==> src/rtl/fetch_unit.sv <==
// rtl/fetch_unit.sv - instruction fetch engine with single outstanding read and decode queue
//
// Issues one memory read per instruction address and buffers returned words
// (with their fetch address) in a small FIFO toward decode.
//
// Ports:
//   clock            - single clock, all state on rising edge
//   i_reset          - synchronous active-high reset
//   i_pc             - address to fetch next
//   o_pc_advance     - one-cycle pulse when i_pc has been accepted by memory
//   i_flush          - redirect: drop queued and in-flight instructions
//   o_mem_req_valid  - read request presented
//   o_mem_addr       - read request address
//   i_mem_req_ready  - memory accepts request this cycle
//   i_mem_rsp_valid  - read data returned this cycle
//   i_mem_rsp_data   - returned instruction word
//   o_inst_valid     - queue head valid
//   o_inst           - queue head instruction word
//   o_inst_address   - queue head fetch address
//   i_decode_ready   - decode consumes the head this cycle
module fetch_unit #(
  parameter int QUEUE_DEPTH = 2
) (
  input  logic        clock,
  input  logic        i_reset,
  input  logic [31:0] i_pc,
  output logic        o_pc_advance,
  input  logic        i_flush,
  output logic        o_mem_req_valid,
  output logic [31:0] o_mem_addr,
  input  logic        i_mem_req_ready,
  input  logic        i_mem_rsp_valid,
  input  logic [31:0] i_mem_rsp_data,
  output logic        o_inst_valid,
  output logic [31:0] o_inst,
  output logic [31:0] o_inst_address,
  input  logic        i_decode_ready
);

  localparam int PTR_W = (QUEUE_DEPTH > 1) ? $clog2(QUEUE_DEPTH) : 1;
  localparam int CNT_W = PTR_W + 1;

  typedef enum logic [1:0] {
    S_IDLE = 2'd0,
    S_REQ  = 2'd1,
    S_WAIT = 2'd2,
    S_DROP = 2'd3
  } state_t;

  state_t             state_q, state_d;
  logic [31:0]        mem_addr_q, mem_addr_d;
  logic [PTR_W-1:0]   wr_ptr_q, wr_ptr_d;
  logic [PTR_W-1:0]   rd_ptr_q, rd_ptr_d;
  logic [CNT_W-1:0]   count_q, count_d;
  logic [31:0]        data_q [QUEUE_DEPTH];
  logic [31:0]        data_d [QUEUE_DEPTH];
  logic [31:0]        addr_q [QUEUE_DEPTH];
  logic [31:0]        addr_d [QUEUE_DEPTH];

  logic push;
  logic pop;
  logic pc_advance;
  logic inst_valid;

  // Fetch FSM. A new request is only launched while the queue has a free
  // slot; since at most one read is outstanding, that slot is still free
  // when the response returns, so the queue never overflows.
  always_comb begin
    state_d    = state_q;
    mem_addr_d = mem_addr_q;
    push       = 1'b0;
    pc_advance = 1'b0;
    case (state_q)
      S_IDLE: begin
        if (!i_flush && (count_q < CNT_W'(QUEUE_DEPTH))) begin
          state_d    = S_REQ;
          mem_addr_d = i_pc;
        end
      end
      S_REQ: begin
        if (i_mem_req_ready) begin
          // Memory took the request even on a flush; its response must be eaten.
          state_d    = i_flush ? S_DROP : S_WAIT;
          pc_advance = !i_flush;
        end else if (i_flush) begin
          state_d = S_IDLE;
        end
      end
      S_WAIT: begin
        if (i_mem_rsp_valid) begin
          state_d = S_IDLE;
          push    = !i_flush;
        end else if (i_flush) begin
          state_d = S_DROP;
        end
      end
      S_DROP: begin
        if (i_mem_rsp_valid) begin
          state_d = S_IDLE;
        end
      end
      default: state_d = S_IDLE;
    endcase
  end

  // Decode queue: flush wins over any same-cycle push or pop.
  always_comb begin
    inst_valid = (count_q != '0);
    pop        = inst_valid && i_decode_ready;
    wr_ptr_d   = wr_ptr_q;
    rd_ptr_d   = rd_ptr_q;
    count_d    = count_q;
    data_d     = data_q;
    addr_d     = addr_q;
    if (i_flush) begin
      wr_ptr_d = '0;
      rd_ptr_d = '0;
      count_d  = '0;
    end else begin
      if (push) begin
        data_d[wr_ptr_q] = i_mem_rsp_data;
        addr_d[wr_ptr_q] = mem_addr_q;
        wr_ptr_d         = wr_ptr_q + PTR_W'(1);
      end
      if (pop) begin
        rd_ptr_d = rd_ptr_q + PTR_W'(1);
      end
      count_d = count_q + CNT_W'(push) - CNT_W'(pop);
    end
  end

  always_ff @(posedge clock) begin
    if (i_reset) begin
      state_q    <= S_IDLE;
      mem_addr_q <= '0;
      wr_ptr_q   <= '0;
      rd_ptr_q   <= '0;
      count_q    <= '0;
    end else begin
      state_q    <= state_d;
      mem_addr_q <= mem_addr_d;
      wr_ptr_q   <= wr_ptr_d;
      rd_ptr_q   <= rd_ptr_d;
      count_q    <= count_d;
    end
  end

  // Storage needs no reset: it is only observed through the valid-gated outputs.
  always_ff @(posedge clock) begin
    data_q <= data_d;
    addr_q <= addr_d;
  end

  assign o_mem_req_valid = (state_q == S_REQ);
  assign o_mem_addr      = mem_addr_q;
  assign o_pc_advance    = pc_advance;
  assign o_inst_valid    = inst_valid;
  assign o_inst          = inst_valid ? data_q[rd_ptr_q] : 32'h0;
  assign o_inst_address  = inst_valid ? addr_q[rd_ptr_q] : 32'h0;

endmodule

==> config.mk <==
export PLATFORM = sky130hd
export DESIGN_NAME = fetch_unit
export DESIGN_NICKNAME = d
export VERILOG_FILES = /design/src/rtl/fetch_unit.sv
export SDC_FILE = /design/constraint.sdc
export NUM_CORES = 1
export LEC_CHECK = 0
export CAP_MARGIN = 20
export CORE_MARGIN = 2
export CORE_UTILIZATION = 43
export CTS_CLUSTER_SIZE = 30
export DETAILED_ROUTE_END_ITERATION = 16
export PLACE_DENSITY = 0.74
export SLEW_MARGIN = 20
export SYNTH_ARGS = -nofsm -noshare
export SYNTH_HDL_FRONTEND = slang
export SYNTH_SLANG_ARGS = --single-unit
==> constraint.sdc <==
create_clock -name clock -period 5.2 [get_ports clock]
set_input_delay 1.56 -clock clock [delete_from_list [all_inputs] [get_ports clock]]
set_output_delay 1.56 -clock clock [all_outputs]
set_load 0.05 [all_outputs]
* Word-level counts from Yosys, hierarchy flattened
Cells that the tools add are included.
Storage, ports and cells: output and inout port bits 99, bits in registers 166, bits of input ports 70, word-level logic and storage cells 61
Operators by class: $lt $le $gt $ge 4, add/subtract/negate cells 4, equality and inequality tests 7, reductions and logical operators 10, multiplexer cells 24, bitwise logic cells 3
Operators by type and width (number):
- $mux 32 | 9
- $bwmux 64 | 2
- $demux 32 s1 | 1
- $mux 2 | 6
- $pmux 2 s4 | 1
- $mux 1 | 5
- $eq 2x2->1 const B | 2
- $ge 2x2->1 const B | 2
- $ne 2x2->1 const B | 2
- $not 1->2 | 2
- $reduce_and 2->1 | 2
- $reduce_and 4->1 | 1
- $logic_and 1x1->1 | 3
- $ne 3x2->1 const B | 1
- $ne 3x3->1 const B | 1
- $add 1x1->1 const B | 2
- $add 2x1->2 | 1
- $eq 2x1->1 const B | 1
- $logic_not 2->1 | 1
- $lt 2x1->1 const B | 1
- $lt 2x2->1 const B | 1
- $reduce_bool 2->1 | 1
- $reduce_or 2->1 | 1
- $sub 2x1->2 | 1
- other kinds (2) | 2

* Longest topological paths before layout
Gate-level depths: netlist (run 1).
depth in word-level cells 6, mapped depth 7, mapped depth without buffers 6

* Worst setup path after synthesis (run 1)
OpenSTA, ideal clock, no wires.
path type in2reg, start input i_flush, end register addr_q[0] in the netlist's numbering, enable pin, path slack 109 ps, cell stages on the path 3, data arrival time 4605 ps, path buffers 1, library setup time 487 ps, required time 4713 ps, cells stage by stage nand4bb_1 > clkbuf_1 > nor2_1
Between the ends: longest elaborated chain between the ends 4, elaborated cells on any way between the ends 5, those cells by class mux: 2; bitwise: 1; reduce/logical: 2
RTL lines:
- start: declaration | line 28 | input logic i_flush,
- $logic_not 1->1 | line 92 | push = !i_flush;
- $mux 1 | line 90 | if (i_mem_rsp_valid) begin
- $mux 1 | line 73 | case (state_q)
- $reduce_and 2->1 (no line) *
- end signal: assignment | line 151 | addr_q <= addr_d;
- end: declaration | line 57 | logic [31:0] addr_q [QUEUE_DEPTH];
Every way passes the cells marked *; elsewhere a longest branch is shown, timed or not. A chain may end at the register's enable or synchronous reset.

* Worst setup path after layout (run 1)
start input i_mem_req_ready, end output o_pc_advance
Between the ends: longest elaborated chain between the ends 2
RTL lines:
- start: declaration | line 31 | input logic i_mem_req_ready,
- $mux 1 | line 81 | if (i_mem_req_ready) begin
- $mux 1 | line 73
- end: declaration | line 27 | output logic o_pc_advance,
Every way passes these cells.

==> results of run 1 <==
## sequential cells by signal, summed over array words and instances, names as in the netlist
register	cells
addr_q	64
state_q	2
data_q	64
wr_ptr_q	1
rd_ptr_q	1
o_mem_addr	32
count_q	2
## per-layer routing
| metal | track usage [%] | up-vias |
|---|---|---|
| li1 | - | 1963 |
| met1 | 21.3 | 1979 |
| met2 | 28.0 | 120 |
| met3 | 4.73 | 25 |
| met4 | 7.71 | 0 |
| met5 | 0 | - |
## synth_stat cells, drive strengths merged
library cell,n,area [um2]
a21oi,34,170
a221o,1,10.0
and2,1,6.26
and3b,1,8.76
buf,20,113
clkbuf,8,30.0
dfxtp,38,761
edfxtp,128,3840
ha,1,12.5
inv,2,7.51
mux2i,64,641
nand2,65,244
nand2b,1,6.26
nand3,1,5.00
nand4b,1,8.76
nand4bb,1,11.3
nor2,70,263
nor2b,2,12.5
nor3,2,10.0
nor4,1,12.5
nor4b,3,26.3
o211ai,1,7.51
o21ai,1,5.00
o21bai,1,7.51
o2bb2ai,1,8.76
or3b,1,8.76
or4,1,7.51
xnor2,1,8.76
xor2,3,26.3
## worst max-delay path, stage by stage
cell,delay (ns)
clkdlybuf4s50_1,0.51
and3b_1,0.17
clkdlybuf4s50_1,0.80
## power groups by stage
stage | combinational, mW | sequential, mW | clock [mW]
CTS | 0.246 | 1.48 | 1.31
global placement | 0.241 | 1.50 | 0
global route | 0.258 | 1.48 | 1.36
finish | 0.244 | 1.48 | 1.28
detailed placement | 0.245 | 1.50 | 0
floorplan | 0.0724 | 1.56 | 0
## final cells by class
type	instances	share of cell area [%]
multi-input combinational	259	17.8
clock inverter	14	2.09
sequential	166	52.4
clock buffer	18	4.88
tap	184	2.62
timing repair buffer	178	20.1
inverter	2	0.0854
## worst paths after layout
kind	from	endpoint	slack, ns	depth (start not counted)
worst min-delay path	o_mem_addr[24]	addr_q[24]	0.48	0
worst min register to register	o_mem_addr[24]	addr_q[24]	0.48	0
worst max register to register	state_q[1]	count_q[1]	3.13	6
worst max-delay path	i_mem_req_ready	o_pc_advance	0.60	3
## kinds of logic (layout without fill, tap and decap cells)
family | after synthesis | after routing
flip-flops | 166 | 166
AND/OR/NAND/NOR | 151 | 151
multiplexers | 64 | 64
AO/OA/AOI/OAI | 39 | 39
buffers and inverters | 30 | 212
XOR/XNOR | 4 | 4
adder cells (fa/ha/maj) | 1 | 1
==> summary.md, run 1 <==
| Metric | Value |
|---|---|
| Outcome | finished clean |
| Mux contribution to synthesized area | 10.2% |
| Final setup margin | 0.599 ns |
| Simple logic cell fraction of the synthesized area | 10.0% |
| Longest Clk Path Bufs | 2 |
| Initial detailed-routing violation count | 243 |
| CTS buffer count | 17 |
| Core area | 14400 um2 |
| VDD IR max | 0.195 mV |
| Final ANT Viol Nets | 0 |
| Via density | 4.98 |
| Post-layout util | 60.9% |
| Number of filler cells placed in the layout | 1136 |
| Relative slew slack | 49.0% |
| Mean post-synth cell area | 13.8 um2 |
| Switch share | 21.5% |
| Placed Area | 8180 um2 |
| Synth Register Bits | 166 |
| Reg area | 4610 um2 |
| Seq/Total Area, Yosys | 73.3% |
| Synth unique cells | 31 |
| Max Slew Vio Count | 0 |
| Max-cap violation count | 0 |
| Finished Layout Cells | 821 |
| Xor and xnor area share after synthesis | 0.558% |
| Leak | 2.84 nW |
| Layout cell share with drive strength beyond 1 | 7.06% |
| Syn_nets | 526 |
| Clk pwr share | 42.7% |
| DR WL met3 | 633 um |
| Layout Nets | 695 |
| PD cells | 341 nW/um2 |
| Main combinational cell family by area after synthesis | multiplexers |
| Worst-skew pair later-pin latency | 0.42 ns |
| Number of global-route vias before repair | 4132 |
| Post-Layout Inst Area | 8790 um2 |
| Crit end category | primary output |
| Via Count | 4087 |
| Grt ovf | 0 |
| Clock skew | 0.00572 ns |
| Slew @ Worst Pin | 0.763 ns |
| Final wirelength | 13.1 mm |
| Die span in x | 125 um |
| Initial antenna violation count | 0 |
| Hold Crit Class | register to register |
| DR WL met2 | 6.51 mm |
| DRC | 0 |
| Crit path required time | 3.64 ns |
| CTS tree | yes |
| Avg WL per Cell | 16.0 um |
| Hold-fix buffers at CTS | 0 |
| Crit start category | input port |
| Commonest non-fill, non-tap cell in the layout | clkdlybuf4s50_1 |
| Final Hold Fails | 0 |
| Fmax | 0.217 GHz |
| Placer Congestion | 0.764 |
| Psw | 645 uW |
| Commonest cells after routing, fill and taps aside | clkdlybuf4s50_1 (168), edfxtp_1 (128), nor2_1 (67) |
| DP Cell Count | 789 |
| Post-synthesis cell count | 455 |
| Reg power frac | 49.2% |
| Int Pwr | 2.35 mW |
| Clock root cell | clkbuf_16 |
| Warnings from Yosys | 0 |
| Complex-gate fraction of the synthesized area | 3.33% |
| Synth Area in Adders | 0.199% |
| N_diodes | 0 |
| Starting density of the core | 43.6% |
| Pre-CTS setup slack | 0.594 ns |
| Combinational share of power | 8.1% |
| Number of clock sinks | 166 |
| Top Metal Used | met4 |
| Die height | 125 um |
| Crit Path Max Fanout | 3 |
| Cell row count | 44 |
| First-pass GRT wire length | 20.8 mm |
| Met1 Wirelength | 5.63 mm |
| Hold Slack | 0.481 ns |
| Post-CTS Setup Bufs | 0 |
| HPWL after DPL | 8.50 mm |
| Footprint of the multi-input gates | 1560 um2 |
| All-Layer GR Usage | 17.1% |
| Largest net degree at the start of global routing | 38 |
| Pre-Repair DR Iteration Count | 4 |
| I/O pin count | 169 |
| Cts repair resizes | 0 |
| Data arrival, critical path | 3.04 ns |
| Clock slew at reported path FFs | 0.06 ns |
| Die Footprint | 15600 um2 |
| Final worst-path cycle share | 88.5% |
| CTS HTree Levels | 4 |
| Netlist Area Pre-Place | 6280 um2 |
| Port bufs | 168 |
| Final Setup Violations | 0 |
| Total power | 3.00 mW |
| Setup_tns | 0 ns |
| Minimum clock period after layout | 4.60 ns |
| Area grow syn2layout | 39.9% |
| Setup CP Type | input port to primary output |
| RSZ-0062 raised after global routing | no |
No activity file was read; power rests on OpenSTA's default activity.
==> inputs of run 2 (changes only) <==
--- a/config.mk
+++ b/config.mk
@@ -11,7 +11,7 @@
 export CTS_CLUSTER_SIZE = 30
 export DETAILED_ROUTE_END_ITERATION = 16
 export PLACE_DENSITY = 0.74
-export SLEW_MARGIN = 20
+export RECOVER_POWER = 100
 export SYNTH_ARGS = -nofsm -noshare
 export SYNTH_HDL_FRONTEND = slang
 export SYNTH_SLANG_ARGS = --single-unit
==> summary.md, run 2 (same netlist as run 1, synthesis figures left out) <==
| Metric | Value |
|---|---|
| Die height | 125 um (unchanged) |
| Clock root cell | clkbuf_16 (unchanged) |
| Largest net degree at the start of global routing | 38 (unchanged) |
| Finished Layout Cells | 823 (was 821) |
| Longest Clk Path Bufs | 2 (unchanged) |
| Failing checks | max-capacitance violations, max-slew violations |
| Commonest cells after routing, fill and taps aside | dlygate4sd3_1 (129), edfxtp_1 (128), nor2_1 (67) (was clkdlybuf4s50_1 (168), edfxtp_1 (128), nor2_1 (67)) |
| Post-CTS Setup Bufs | 0 (unchanged) |
| Die span in x | 125 um (unchanged) |
| Final ANT Viol Nets | 0 (unchanged) |
| Setup CP Type | input port to primary output (unchanged) |
| Final Hold Fails | 0 (unchanged) |
| Clock skew | 0.00516 ns (was 0.00572 ns) |
| Layout cell share with drive strength beyond 1 | 6.58% (was 7.06%) |
| Hold-fix buffers at CTS | 0 (unchanged) |
| Outcome | complete, but fails checks (was finished clean) |
| Final Setup Violations | 0 (unchanged) |
| Via density | 4.89 (was 4.98) |
| Pre-Repair DR Iteration Count | 6 (was 4) |
| DP Cell Count | 790 (was 789) |
| Crit start category | input port (unchanged) |
| Layout Nets | 696 (was 695) |
| Area grow syn2layout | 39.3% (was 39.9%) |
| Commonest non-fill, non-tap cell in the layout | dlygate4sd3_1 (was clkdlybuf4s50_1) |
| Fmax | 0.211 GHz (was 0.217 GHz) |
| All-Layer GR Usage | 16.8% (was 17.1%) |
| Max Slew Vio Count | 58 (was 0) |
| CTS HTree Levels | 4 (unchanged) |
| Grt ovf | 0 (unchanged) |
| Number of clock sinks | 166 (unchanged) |
| Starting density of the core | 43.6% (unchanged) |
| Data arrival, critical path | 3.18 ns (was 3.04 ns) |
| Hold Crit Class | register to register (unchanged) |
| Relative slew slack | -9.56% (was 49.0%) |
| Final wirelength | 13.0 mm (was 13.1 mm) |
| Port bufs | 168 (unchanged) |
| Die Footprint | 15600 um2 (unchanged) |
| Minimum clock period after layout | 4.74 ns (was 4.60 ns) |
| Avg WL per Cell | 15.8 um (was 16.0 um) |
| Crit end category | primary output (unchanged) |
| RSZ-0062 raised after global routing | no (unchanged) |
| CTS buffer count | 17 (unchanged) |
| Final worst-path cycle share | 91.2% (was 88.5%) |
| CTS tree | yes (unchanged) |
| Core area | 14400 um2 (unchanged) |
| Max-cap violation count | 2 (was 0) |
| Cts repair resizes | 0 (unchanged) |
| Cell row count | 44 (unchanged) |
| Total power | 2.94 mW (was 3.00 mW) |
| Worst-skew pair later-pin latency | 0.41 ns (was 0.42 ns) |
| Slew @ Worst Pin | 1.64 ns (was 0.763 ns) |
| Clock slew at reported path FFs | 0.06 ns (about the same) |
| Number of global-route vias before repair | 4113 (was 4132) |
| Initial antenna violation count | 1 (was 0) |
| PD cells | 336 nW/um2 (was 341 nW/um2) |
| VDD IR max | 0.195 mV (about the same) |
| Crit path required time | 3.64 ns (about the same) |
| HPWL after DPL | 8.50 mm (about the same) |
| Placer Congestion | 0.764 (unchanged) |
| Crit Path Max Fanout | 2 (was 3) |
| Leak | 3.14 nW (was 2.84 nW) |
| Post-layout util | 60.7% (was 60.9%) |
| Via Count | 4021 (was 4087) |
| Initial detailed-routing violation count | 225 (was 243) |
| DRC | 0 (unchanged) |
| First-pass GRT wire length | 20.4 mm (was 20.8 mm) |
| I/O pin count | 169 (unchanged) |
| Setup_tns | 0 ns (unchanged) |
==> run 2: changes by cell type in the layout (fill, tap and decap cells not counted), sizes merged, moves of 6 or more <==
cell,change
buf,-6
clkbuf,+7
clkdlybuf4s50,-129
dlygate4sd3,+129
==> run 2: area by class of cell <==
type / instances / area [um2]
antenna: 1 / 2.50
multi-input combinational: 259 / 1540
fill: 1143 / 5670
clock buffer: 18 / 429
clock inverter: 14 / 160
tap: 184 / 230
timing repair buffer: 179 / 1780
inverter: 2 / 7.51
sequential: 166 / 4610
==> run 2: per-layer routing <==
metal | track usage (%) | up-vias | share of wire [%] | wire, um
met3 | 4.68 | 19 | 5.4 | 707
met1 | 20.8 | 1919 | 42 | 5440
met4 | 6.21 | 0 | 1.9 | 249
met5 | 0 | - | 0 | 0
li1 | - | 1958 | - | -
met2 | 28.3 | 125 | 51 | 6580
==> run 2: critical path, stage by stage <==
cell           delay [ns]
dlygate4sd3_1        0.55
and3b_1              0.20
dlygate4sd3_1        0.87
==> run 2: through the flow <==
stage / setup slack, ns / cell area (um2) / hold slack [ns]
after global placement: 0.610 / 8170 / 0.460
after global routing: 0.314 / 8750 / 0.501
after CTS: 0.603 / 8790 / 0.484
after detailed placement: 0.608 / 8200 / 0.466
after floorplan: 0.109 / 6280 / 0.514
final: 0.457 / 8750 / 0.479
==> run 2: report_power, final <==
group / internal [mW] / total [mW] / switching, mW
Clock: 0.750 / 1.23 / 0.479
Sequential: 1.45 / 1.47 / 0.0198
Combinational: 0.0913 / 0.235 / 0.143
==> run 2: path summary, 6_finish.rpt <==
check                 from      endpoint  slack, ns  cells past startpoint
max                i_flush  o_pc_advance       0.46                      3
min          o_mem_addr[4]    addr_q[36]       0.48                      0
max reg2reg     state_q[1]    data_q[17]       2.45                      3
min reg2reg  o_mem_addr[4]    addr_q[36]       0.48                      0
==> inputs of run 3 (changes only) <==
--- a/config.mk
+++ b/config.mk
@@ -5,12 +5,12 @@
 export SDC_FILE = /design/constraint.sdc
 export NUM_CORES = 1
 export LEC_CHECK = 0
-export CAP_MARGIN = 20
+export CAP_MARGIN = 10
 export CORE_MARGIN = 2
-export CORE_UTILIZATION = 43
+export CORE_UTILIZATION = 48
 export CTS_CLUSTER_SIZE = 30
 export DETAILED_ROUTE_END_ITERATION = 16
-export PLACE_DENSITY = 0.74
+export PLACE_DENSITY = 0.78
 export RECOVER_POWER = 100
 export SYNTH_ARGS = -nofsm -noshare
 export SYNTH_HDL_FRONTEND = slang
==> constraint.sdc (replaced) <==
create_clock -name clock -period 5.3 [get_ports clock]
set_input_delay 1.59 -clock clock [delete_from_list [all_inputs] [get_ports clock]]
set_output_delay 1.59 -clock clock [all_outputs]
set_load 0.05 [all_outputs]
==> summary.md, run 3 (same netlist as run 1, synthesis figures left out) <==
| Metric | Value |
|---|---|
| Outcome | complete, but fails checks (unchanged) |
| Failing checks | max-capacitance violations, max-slew violations (unchanged) |
| Post-CTS Setup Bufs | 0 (unchanged) |
| Slowest Stage Delay on Critical Path | 0.87 ns (about the same) |
| Port bufs | 168 (unchanged) |
| HPWL after DPL | 8.43 mm (was 8.50 mm) |
| Final Hold Fails | 0 (unchanged) |
| Crit path required time | 3.71 ns (was 3.64 ns) |
| First-pass GRT wire length | 20.8 mm (was 20.4 mm) |
| Placer Congestion | 0.737 (was 0.764) |
| Hold Path Depth | 0 (unchanged) |
| VDD IR max | 0.221 mV (was 0.195 mV) |
| CTS buffer count | 17 (unchanged) |
| Die Footprint | 14000 um2 (was 15600 um2) |
| Die span in x | 118 um (was 125 um) |
| Initial antenna violation count | 0 (was 1) |
| Clock skew | 0.0108 ns (was 0.00516 ns) |
| Max-cap violation count | 2 (unchanged) |
| R2R Path End | data_q[44] (was data_q[17]) |
| Slew @ Worst Pin | 1.73 ns (was 1.64 ns) |
| Crit Path Max Fanout | 2 (unchanged) |
| Hold path start | o_mem_addr[21] (was o_mem_addr[4]) |
| Setup CP Type | input port to primary output (unchanged) |
| Number of global-route vias before repair | 4130 (was 4113) |
| Area grow syn2layout | 38.5% (was 39.3%) |
| Core area | 12700 um2 (was 14400 um2) |
| Clock slew at reported path FFs | 0.06 ns (about the same) |
| Max Slew Vio Count | 130 (was 58) |
| Final worst-path cycle share | 90.8% |
| Starting density of the core | 49.4% (was 43.6%) |
| Crit-path cells | dlygate4sd3_1 > and3b_1 > dlygate4sd3_1 (unchanged) |
| Footprint of the multi-input gates | 1560 um2 (was 1540 um2) |
| Avg WL per Cell | 16.6 um (was 15.8 um) |
| Number of filler cells placed in the layout | 940 (was 1143) |
| Hold Crit Class | register to register (unchanged) |
| DRC | 0 (unchanged) |
| Data arrival, critical path | 3.22 ns (was 3.18 ns) |
| Post-layout util | 68.4% (was 60.7%) |
| Setup_tns | 0 ns (unchanged) |
| Reg2reg setup slack | 2.47 ns (was 2.45 ns) |
| Cts repair resizes | 0 (unchanged) |
| RSZ-0062 raised after global routing | no (unchanged) |
| Hold-fix buffers at CTS | 0 (unchanged) |
| All-Layer GR Usage | 19.2% (was 16.8%) |
| Fmax | 0.208 GHz |
| Layout Nets | 693 (was 696) |
| Final ANT Viol Nets | 0 (unchanged) |
| Reg area | 4610 um2 (about the same) |
| Relative slew slack | -15.6% (was -9.56%) |
| Cell mode on critical path | dlygate4sd3_1 (unchanged) |
| Final Setup Violations | 0 (unchanged) |
| Die height | 118 um (was 125 um) |
| Commonest non-fill, non-tap cell in the layout | dlygate4sd3_1 (unchanged) |
| Longest Clk Path Bufs | 2 (unchanged) |
| I/O pin count | 169 (unchanged) |
| Crit start category | input port (unchanged) |
| Worst reg2reg startpoint | state_q[1] (unchanged) |
| PD cells | 330 nW/um2 (was 336 nW/um2) |
| Clock root cell | clkbuf_16 (unchanged) |
| Via density | 5.05 (was 4.89) |
| Grt ovf | 0 (unchanged) |
| Crit-path slowest cell | dlygate4sd3_1 (unchanged) |
| Minimum clock period after layout | 4.81 ns |
| Largest net degree at the start of global routing | 65 (was 38) |
| Total power | 2.87 mW (was 2.94 mW) |
| Number of clock sinks | 166 (unchanged) |
| Commonest cells after routing, fill and taps aside | dlygate4sd3_1 (132), edfxtp_1 (128), nor2_1 (67) (was dlygate4sd3_1 (129), edfxtp_1 (128), nor2_1 (67)) |
| Worst-skew pair later-pin latency | 0.42 ns (was 0.41 ns) |
| CTS tree | yes (unchanged) |
| Via Count | 4089 (was 4021) |
| CTS HTree Levels | 4 (unchanged) |
| Final wirelength | 13.4 mm (was 13.0 mm) |
| Layout cell share with drive strength beyond 1 | 6.93% (was 6.58%) |
| Cell row count | 41 (was 44) |
| Initial detailed-routing violation count | 290 (was 225) |
| Worst Hold Endpoint | addr_q[21] (was addr_q[36]) |
| Leak | 3.14 nW (about the same) |
| Pre-Repair DR Iteration Count | 4 (was 6) |
| Worst-case reg-to-reg path depth | 3 (unchanged) |
| Crit end category | primary output (unchanged) |
==> run 3: worst max-delay path, delay by kind of cell <==
kind	cells	cell delay, ns
and+or+nand+nor	1	0.21
buffers and inverters	2	1.42
==> run 3: stage by stage <==
stage	cells	worst slack [ns]	hold WS (ns)	cell area, um2
after global placement	775	0.650	0.456	8130
after CTS	807	0.634	0.482	8710
after detailed placement	775	0.642	0.466	8130
after floorplan	455	0.179	0.514	6280
final	809	0.488	0.474	8700
after global routing	807	0.430	0.491	8700
==> run 3: final cells by class <==
type / count / share of cell area (%)
Sequential cell: 166 / 53.0
Timing Repair Buffer: 176 / 19.9
Multi-Input combinational cell: 259 / 17.9
Clock buffer: 18 / 4.93
Tap cell: 172 / 2.47
Clock inverter: 14 / 1.73
Inverter: 2 / 0.0863
Antenna cell: 2 / 0.0575
==> run 3: worst max-delay path by stage <==
stage,from,to,cells after the start
detailed placement,i_mem_req_ready,o_pc_advance,3
CTS,i_mem_req_ready,o_pc_advance,3
finish,i_flush,o_pc_advance,3
global route,i_flush,o_pc_advance,3
floorplan,i_flush,addr_q[0],3
global placement,i_mem_req_ready,o_pc_advance,3
==> run 3: routing by layer <==
metal	up-vias	wire (um)	global-route usage, %
met1	1977	5670	23.1
met2	138	6860	33.0
met4	0	140	6.18
met5	-	0	0
met3	11	732	5.98
li1	1963	-	-
==> run 3: report_power, final <==
| part | switching (mW) | total, mW | internal [mW] |
|---|---|---|---|
| clock network | 0.501 | 1.20 | 0.698 |
| logic | 0.139 | 0.224 | 0.0853 |
| registers | 0.0202 | 1.45 | 1.43 |
